**config.mk**
```make
export PLATFORM = sky130hd
export DESIGN_NAME = fifo_rd_skid
export DESIGN_NICKNAME = d
export VERILOG_FILES = /design/src/rtl/fifo_rd_skid.sv
export SDC_FILE = /design/constraint.sdc
export NUM_CORES = 1
export LEC_CHECK = 0
export BUFFER_PORTS_ARGS = -buffer_cell sky130_fd_sc_hd__clkbuf_2
export CAP_MARGIN = 20
export CORE_MARGIN = 4
export CORE_UTILIZATION = 40
export CTS_CLUSTER_DIAMETER = 50
export DETAILED_ROUTE_END_ITERATION = 6
export HOLD_SLACK_MARGIN = 0.12
export PLACE_DENSITY = 0.68
export SYNTH_ARGS = -nofsm -noshare
export SYNTH_HDL_FRONTEND = slang
export SYNTH_SLANG_ARGS = --single-unit
```
**constraint.sdc**
```tcl
create_clock -name clk -period 2.1 [get_ports clk]
set_input_delay 0.21 -clock clk [delete_from_list [all_inputs] [get_ports clk]]
set_output_delay 0.21 -clock clk [all_outputs]
set_load 0.1 [all_outputs]
```
**src/rtl/fifo_rd_skid.sv**
```systemverilog
// rtl/fifo_rd_skid.sv - FIFO read-side adapter feeding a registered 2-entry valid/ready stream
// Define FIFO_RD_FLUSH_EN to add the flush port (discard buffered and queued words).
module fifo_rd_skid #(
  parameter int DWIDTH = 32
) (
  input  logic              clk,
  input  logic              rst_n,
  input  logic [DWIDTH-1:0] fifo_outData,
  input  logic              fifo_empty,
  output logic              single_pop,
  output logic              out_valid,
  input  logic              out_ready,
  output logic [DWIDTH-1:0] out_data
`ifdef FIFO_RD_FLUSH_EN
  ,
  input  logic              flush
`endif
);

  localparam logic [1:0] EMPTY = 2'd0;
  localparam logic [1:0] ONE   = 2'd1;
  localparam logic [1:0] TWO   = 2'd2;

  logic [1:0]        cnt;
  logic [DWIDTH-1:0] slot0;
  logic [DWIDTH-1:0] slot1;
  logic              flush_act;
  logic              consume;

`ifdef FIFO_RD_FLUSH_EN
  assign flush_act = flush;
`else
  assign flush_act = 1'b0;
`endif

  // Pop depends only on registered occupancy and fifo_empty, never on out_ready.
  assign single_pop = !fifo_empty && (flush_act || (cnt != TWO));
  assign out_valid  = (cnt != EMPTY) && !flush_act;
  assign consume    = out_valid && out_ready;
  assign out_data   = slot0;

  always_ff @(posedge clk or negedge rst_n) begin
    if (!rst_n) begin
      cnt   <= EMPTY;
      slot0 <= '0;
      slot1 <= '0;
    end else if (flush_act) begin
      cnt <= EMPTY;
    end else begin
      case (cnt)
        EMPTY: begin
          if (single_pop) begin
            cnt   <= ONE;
            slot0 <= fifo_outData;
          end
        end
        ONE: begin
          if (single_pop && !consume) begin
            cnt   <= TWO;
            slot1 <= fifo_outData;
          end else if (single_pop && consume) begin
            slot0 <= fifo_outData;
          end else if (consume) begin
            cnt <= EMPTY;
          end
        end
        TWO: begin
          if (consume) begin
            cnt   <= ONE;
            slot0 <= slot1;
          end
        end
        default: cnt <= EMPTY;
      endcase
    end
  end

endmodule

```
==> results.ini, run 1 <==
[placement]
portBuffers=69
place.gp.congestion=0.6680
hpwlAfterDp_um=3870

[floorplanning]
fp.dieArea_um2=9473
rows=32
initial_core_util_pct=41.31
die_w_um=97.33
core-area_um2=7727
pin_count=70
dieHeight_um=97.33

[worst_setup_path]
r2r_start=cnt[1]
cp.required_ps=2310
worstReg2RegEnd=out_data[0]
crit_fanout=13
r2r_slack_ps=270
worstPathArrival_ps=2040
startpoint_type=register
endpoint_kind=register
critPathKind=register to register
rr_worst_depth=4

[timing]
fin_skew_ps=8.157
rsz0062_at_grt=no
max_slew_margin_pct=61.92
whs_ps=134.7
tns_ps=0
setup_violations=0
drv_slew=0
fin_crit_ps=1827
tightest_slew_ps=571.2
finalCritPeriodShare_pct=87.00
fmax_ghz=0.5473
hold_violations=0

[synth]
ys_types=16
syn_nets=222
synth_area_um2=3192
synth_seq_cells=66
ys_warn_count=0
yosysSeqAreaShare_pct=51.74
syn_inst=186
avgSynthCellArea_um2=17.16

[routing]
antenna_left=0
drt_iter0_drc=44
vias_per_cell=4.658
drc=0
vias=1812
wl_um=5659
drt_pre_antenna_iters=3
detail_route.wl_per_cell_um=14.55

[grt]
grt_pass1_wl_um=9922
grt_pass1_vias=1994
grt_start_max_net_pins=27
grt_usage_pct=13.06
grt_overflow=0
antenna_found_initial=0

[run_status]
status=completed

[clock_network]
cts-root-buf=clkbuf_8
postCtsSetupBuffers=0
cts_max_level=3
numCtsBuffers=9
cts_sinks=66
clock_latency_ps=330
cts-resized-gates=0
holdBufCountCts=18
cts_tree=built
clockBufferDepth=2
clkSlewWorstSetupHoldPaths_ps=70

[cells_and_area]
multi_input_area_um2=1405
fillers=661
diodes=0
nNetsFinal=320
layout-drive-gt1-share_pct=66.20
final_cell_mix=clkbuf_2 (67), dfrtp_1 (66), mux2_4 (57), mux2_2 (37), dlygate4sd3_1 (21)
area_delta_synth_final_pct=25.28
seqCellArea_um2=1652
layout_commonest_cell=clkbuf_2

[hold_path]
worst_hold_startpoint=fifo_outData[12]
hold_class=input port to register
holdPathStages=2
hold-path-endpoint=slot1[12]

[flow_run]
drv_cap=0

[pwr]
vdd_drop_max_mv=0.9252
leakage_nw=1.891
powerDensity_nw_per_um2=1438

## synth_stat cells
master    instances  area (µm²)
mux2_4           57       855.8
buf_6             5       56.30
mux2_1            2       22.52
nor2b_4           2       27.53
a21oi_1           2       10.01
o31ai_4           1       21.27
and2_1            1       6.260
dfrtp_1          66        1652
o22ai_1           1       6.260
nand3b_1          1       7.510
nor2_1            3       11.26
buf_4             3       22.52
mux2_2           37       416.7
buf_12            3       60.06
or2_2             1       6.260
mux2i_1           1       10.01
## metrics by stage
stage | total power, mW | instance area [µm²] | util, % | instances | worst slack (ps)
2_1_floorplan | 4.431 | 3194 | - | 186 | 249.0
3_3_place_gp | 4.829 | 3630 | 46.97 | 354 | 333.7
3_5_place_dp | 4.878 | 3630 | 46.97 | 354 | 283.4
4_1_cts | 5.814 | 3969 | 51.36 | 386 | 260.0
5_1_grt | 6.037 | 3999 | 51.75 | 389 | 165.9
6_report | 5.750 | 3999 | 51.75 | 389 | 273.0
## registers in the layout, summed over array words and instances, names as in the netlist
name      cells
out_data     32
cnt           2
slot1        32
## power breakdown
group	internal [mW]	switching (mW)
Sequential	1.74	0.253
Combinational	0.845	2.02
Clock	0.444	0.446
Total	3.03	2.72
## logic make-up (layout without fill, tap and decap cells)
| kind of cell | count (synthesis) | count (layout) | synth area share (%) |
|---|---|---|---|
| compound gates | 4 | 4 | 1.176 |
| buf+inv | 11 | 112 | 4.351 |
| flops | 66 | 66 | 51.74 |
| mux | 97 | 97 | 40.89 |
| simple gates | 8 | 8 | 1.843 |
## layer usage
layer / GRT usage, % / wire (µm)
met5: 0 / 0
met4: 6.177 / 122
met3: 4.307 / 362
met2: 20.01 / 2686
met1: 16.72 / 2487
## final cells by class
cell class	count	share of cell area [%]
Tap cell	102	3.191
Timing Repair Buffer	98	16.40
Multi-Input combinational cell	109	35.14
Sequential cell	66	41.30
Clock buffer	11	3.536
Clock inverter	3	0.4380
## worst max-delay path, cell delays in order (launching register included)
cell and delay, ps:
dfrtp_1 480, nor2b_4 390, buf_12 210, mux2_2 330, mux2_1 290
## worst max path at each step
stage | startpoint | endpoint | slack (ps) | cells past startpoint
after floorplan | cnt[1] | single_pop | 250 | 4
after global placement | cnt[1] | out_data[0] | 330 | 4
after detailed placement | cnt[1] | out_data[30] | 280 | 4
after CTS | cnt[1] | out_data[0] | 260 | 4
after global routing | cnt[1] | out_data[0] | 170 | 4
final | cnt[1] | out_data[0] | 270 | 4
(Power assumes the default switching activity.)
==> inputs of run 2 (changes only) <==
CTS_BUF_LIST = sky130_fd_sc_hd__clkbuf_16   (was not set)
==> results.ini, run 2 (synthesized netlist as in run 1, its figures left out) <==
[grt]
grt_pass1_vias=1915
antenna_found_initial=0
grt_start_max_net_pins=27
grt_pass1_wl_um=9584
grt_overflow=0
grt_usage_pct=12.62

[placement]
place.gp.congestion=0.6680
portBuffers=69
dp.cells=354
hpwlAfterDp_um=3870
preCtsSetupSlack_ps=283.4

[worst_setup_path]
r2r_start=cnt[1]
crit_fanout=13
critPathKind=register to register
cp.required_ps=2300
startpoint_type=register
endpoint_kind=register
worstPathArrival_ps=2020
startpoint=cnt[1]

[clock_network]
clock_latency_ps=310
clockBufferDepth=2
holdBufCountCts=1
cts_sinks=66
numCtsBuffers=9
cts_max_level=3
postCtsSetupBuffers=0
cts_tree=built
cts-root-buf=clkbuf_16
cts-resized-gates=0
clkSlewWorstSetupHoldPaths_ps=50

[timing]
hold_violations=0
drv_slew=0
rsz0062_at_grt=no
tns_ps=0
finalCritPeriodShare_pct=86.65
fin_ws_ps=280.3
fmax_ghz=0.5495
fin_skew_ps=4.458
fin_crit_ps=1820
tightest_slew_ps=579.9
setup_violations=0
max_slew_margin_pct=61.34

[run_status]
status=completed

[floorplanning]
initial_core_util_pct=41.31
pin_count=70
die_w_um=97.33
rows=32
core-area_um2=7727
fp.dieArea_um2=9473
dieHeight_um=97.33

[cells_and_area]
fin_util_pct=50.34
layout_commonest_cell=clkbuf_2
diodes=0
final_cell_mix=clkbuf_2 (67), dfrtp_1 (66), mux2_4 (57), mux2_2 (37), clkbuf_16 (9)
area_delta_synth_final_pct=21.87
layoutNonFillerInstCount=369
fillers=665
layout-drive-gt1-share_pct=70.79
nNetsFinal=300

[routing]
drt_pre_antenna_iters=4
drc=0
vias_per_cell=4.748
detail_route.wl_per_cell_um=15.03
drt_iter0_drc=32
wl_um=5545
antenna_left=0
vias=1752

[pwr]
powerDensity_nw_per_um2=1566
power_mw=6.093
leakage_nw=1.852
vdd_drop_max_mv=0.9304

[hold_path]
worst_hold_startpoint=fifo_outData[30]
hold_class=input port to register

[flow_run]
drv_cap=0

[run 2: cell count changes in the layout (fill, tap and decap cells not counted), sizes merged]
cell / previous run / this run
dlygate4sd3: 21 / 1
clkbuf: 78 / 76
clkinv: 2 / 3
inv: 0 / 1
[run 2: path summary, 6_finish.rpt]
kind / end / slack [ps] / depth (start not counted)
hold reg to reg: out_data[0] / 500 / 1
setup reg to reg: out_data[0] / 280 / 4
setup / recovery: out_data[0] / 280 / 4
min in group asynchronous: slot1[3] / 420 / 2
max in group asynchronous: out_data[20] / 960 / 3
hold / removal: slot1[30] / 140 / 2
[run 2: stage by stage]
stage	hold WS, ps	area, µm²
after floorplan	-85.59	3194
after global placement	239.5	3630
after detailed placement	247.7	3630
after CTS	125.4	3890
after global routing	136.5	3890
final	138.1	3890
[run 2: layout make-up]
type / instances / area (µm²) / area share, %
tap: 102 / 127.6 / 3.281
clock inverter: 5 / 25.02 / 0.6433
sequential: 66 / 1652 / 42.46
clock buffer: 9 / 225.2 / 5.790
timing repair buffer: 78 / 455.4 / 11.71
multi-input combinational: 109 / 1405 / 36.12
[run 2: power by group]
group	internal [mW]	total [mW]	switching, mW
Combinational	0.821	2.83	2.01
Sequential	1.75	2.00	0.253
Clock	0.770	1.26	0.488
Total	3.34	6.09	2.75
[run 2: critical path, stage by stage, from the launching register on]
cell and delay, ps:
dfrtp_1 470, nor2b_4 390, buf_12 210, mux2_2 340
mux2_1 290
[run 2: layer usage]
metal / global-route usage, % / routed length [µm]
met4: 5.431 / 66
met1: 16.12 / 2486
met5: 0 / 0
met3: 4.451 / 355
met2: 19.43 / 2636
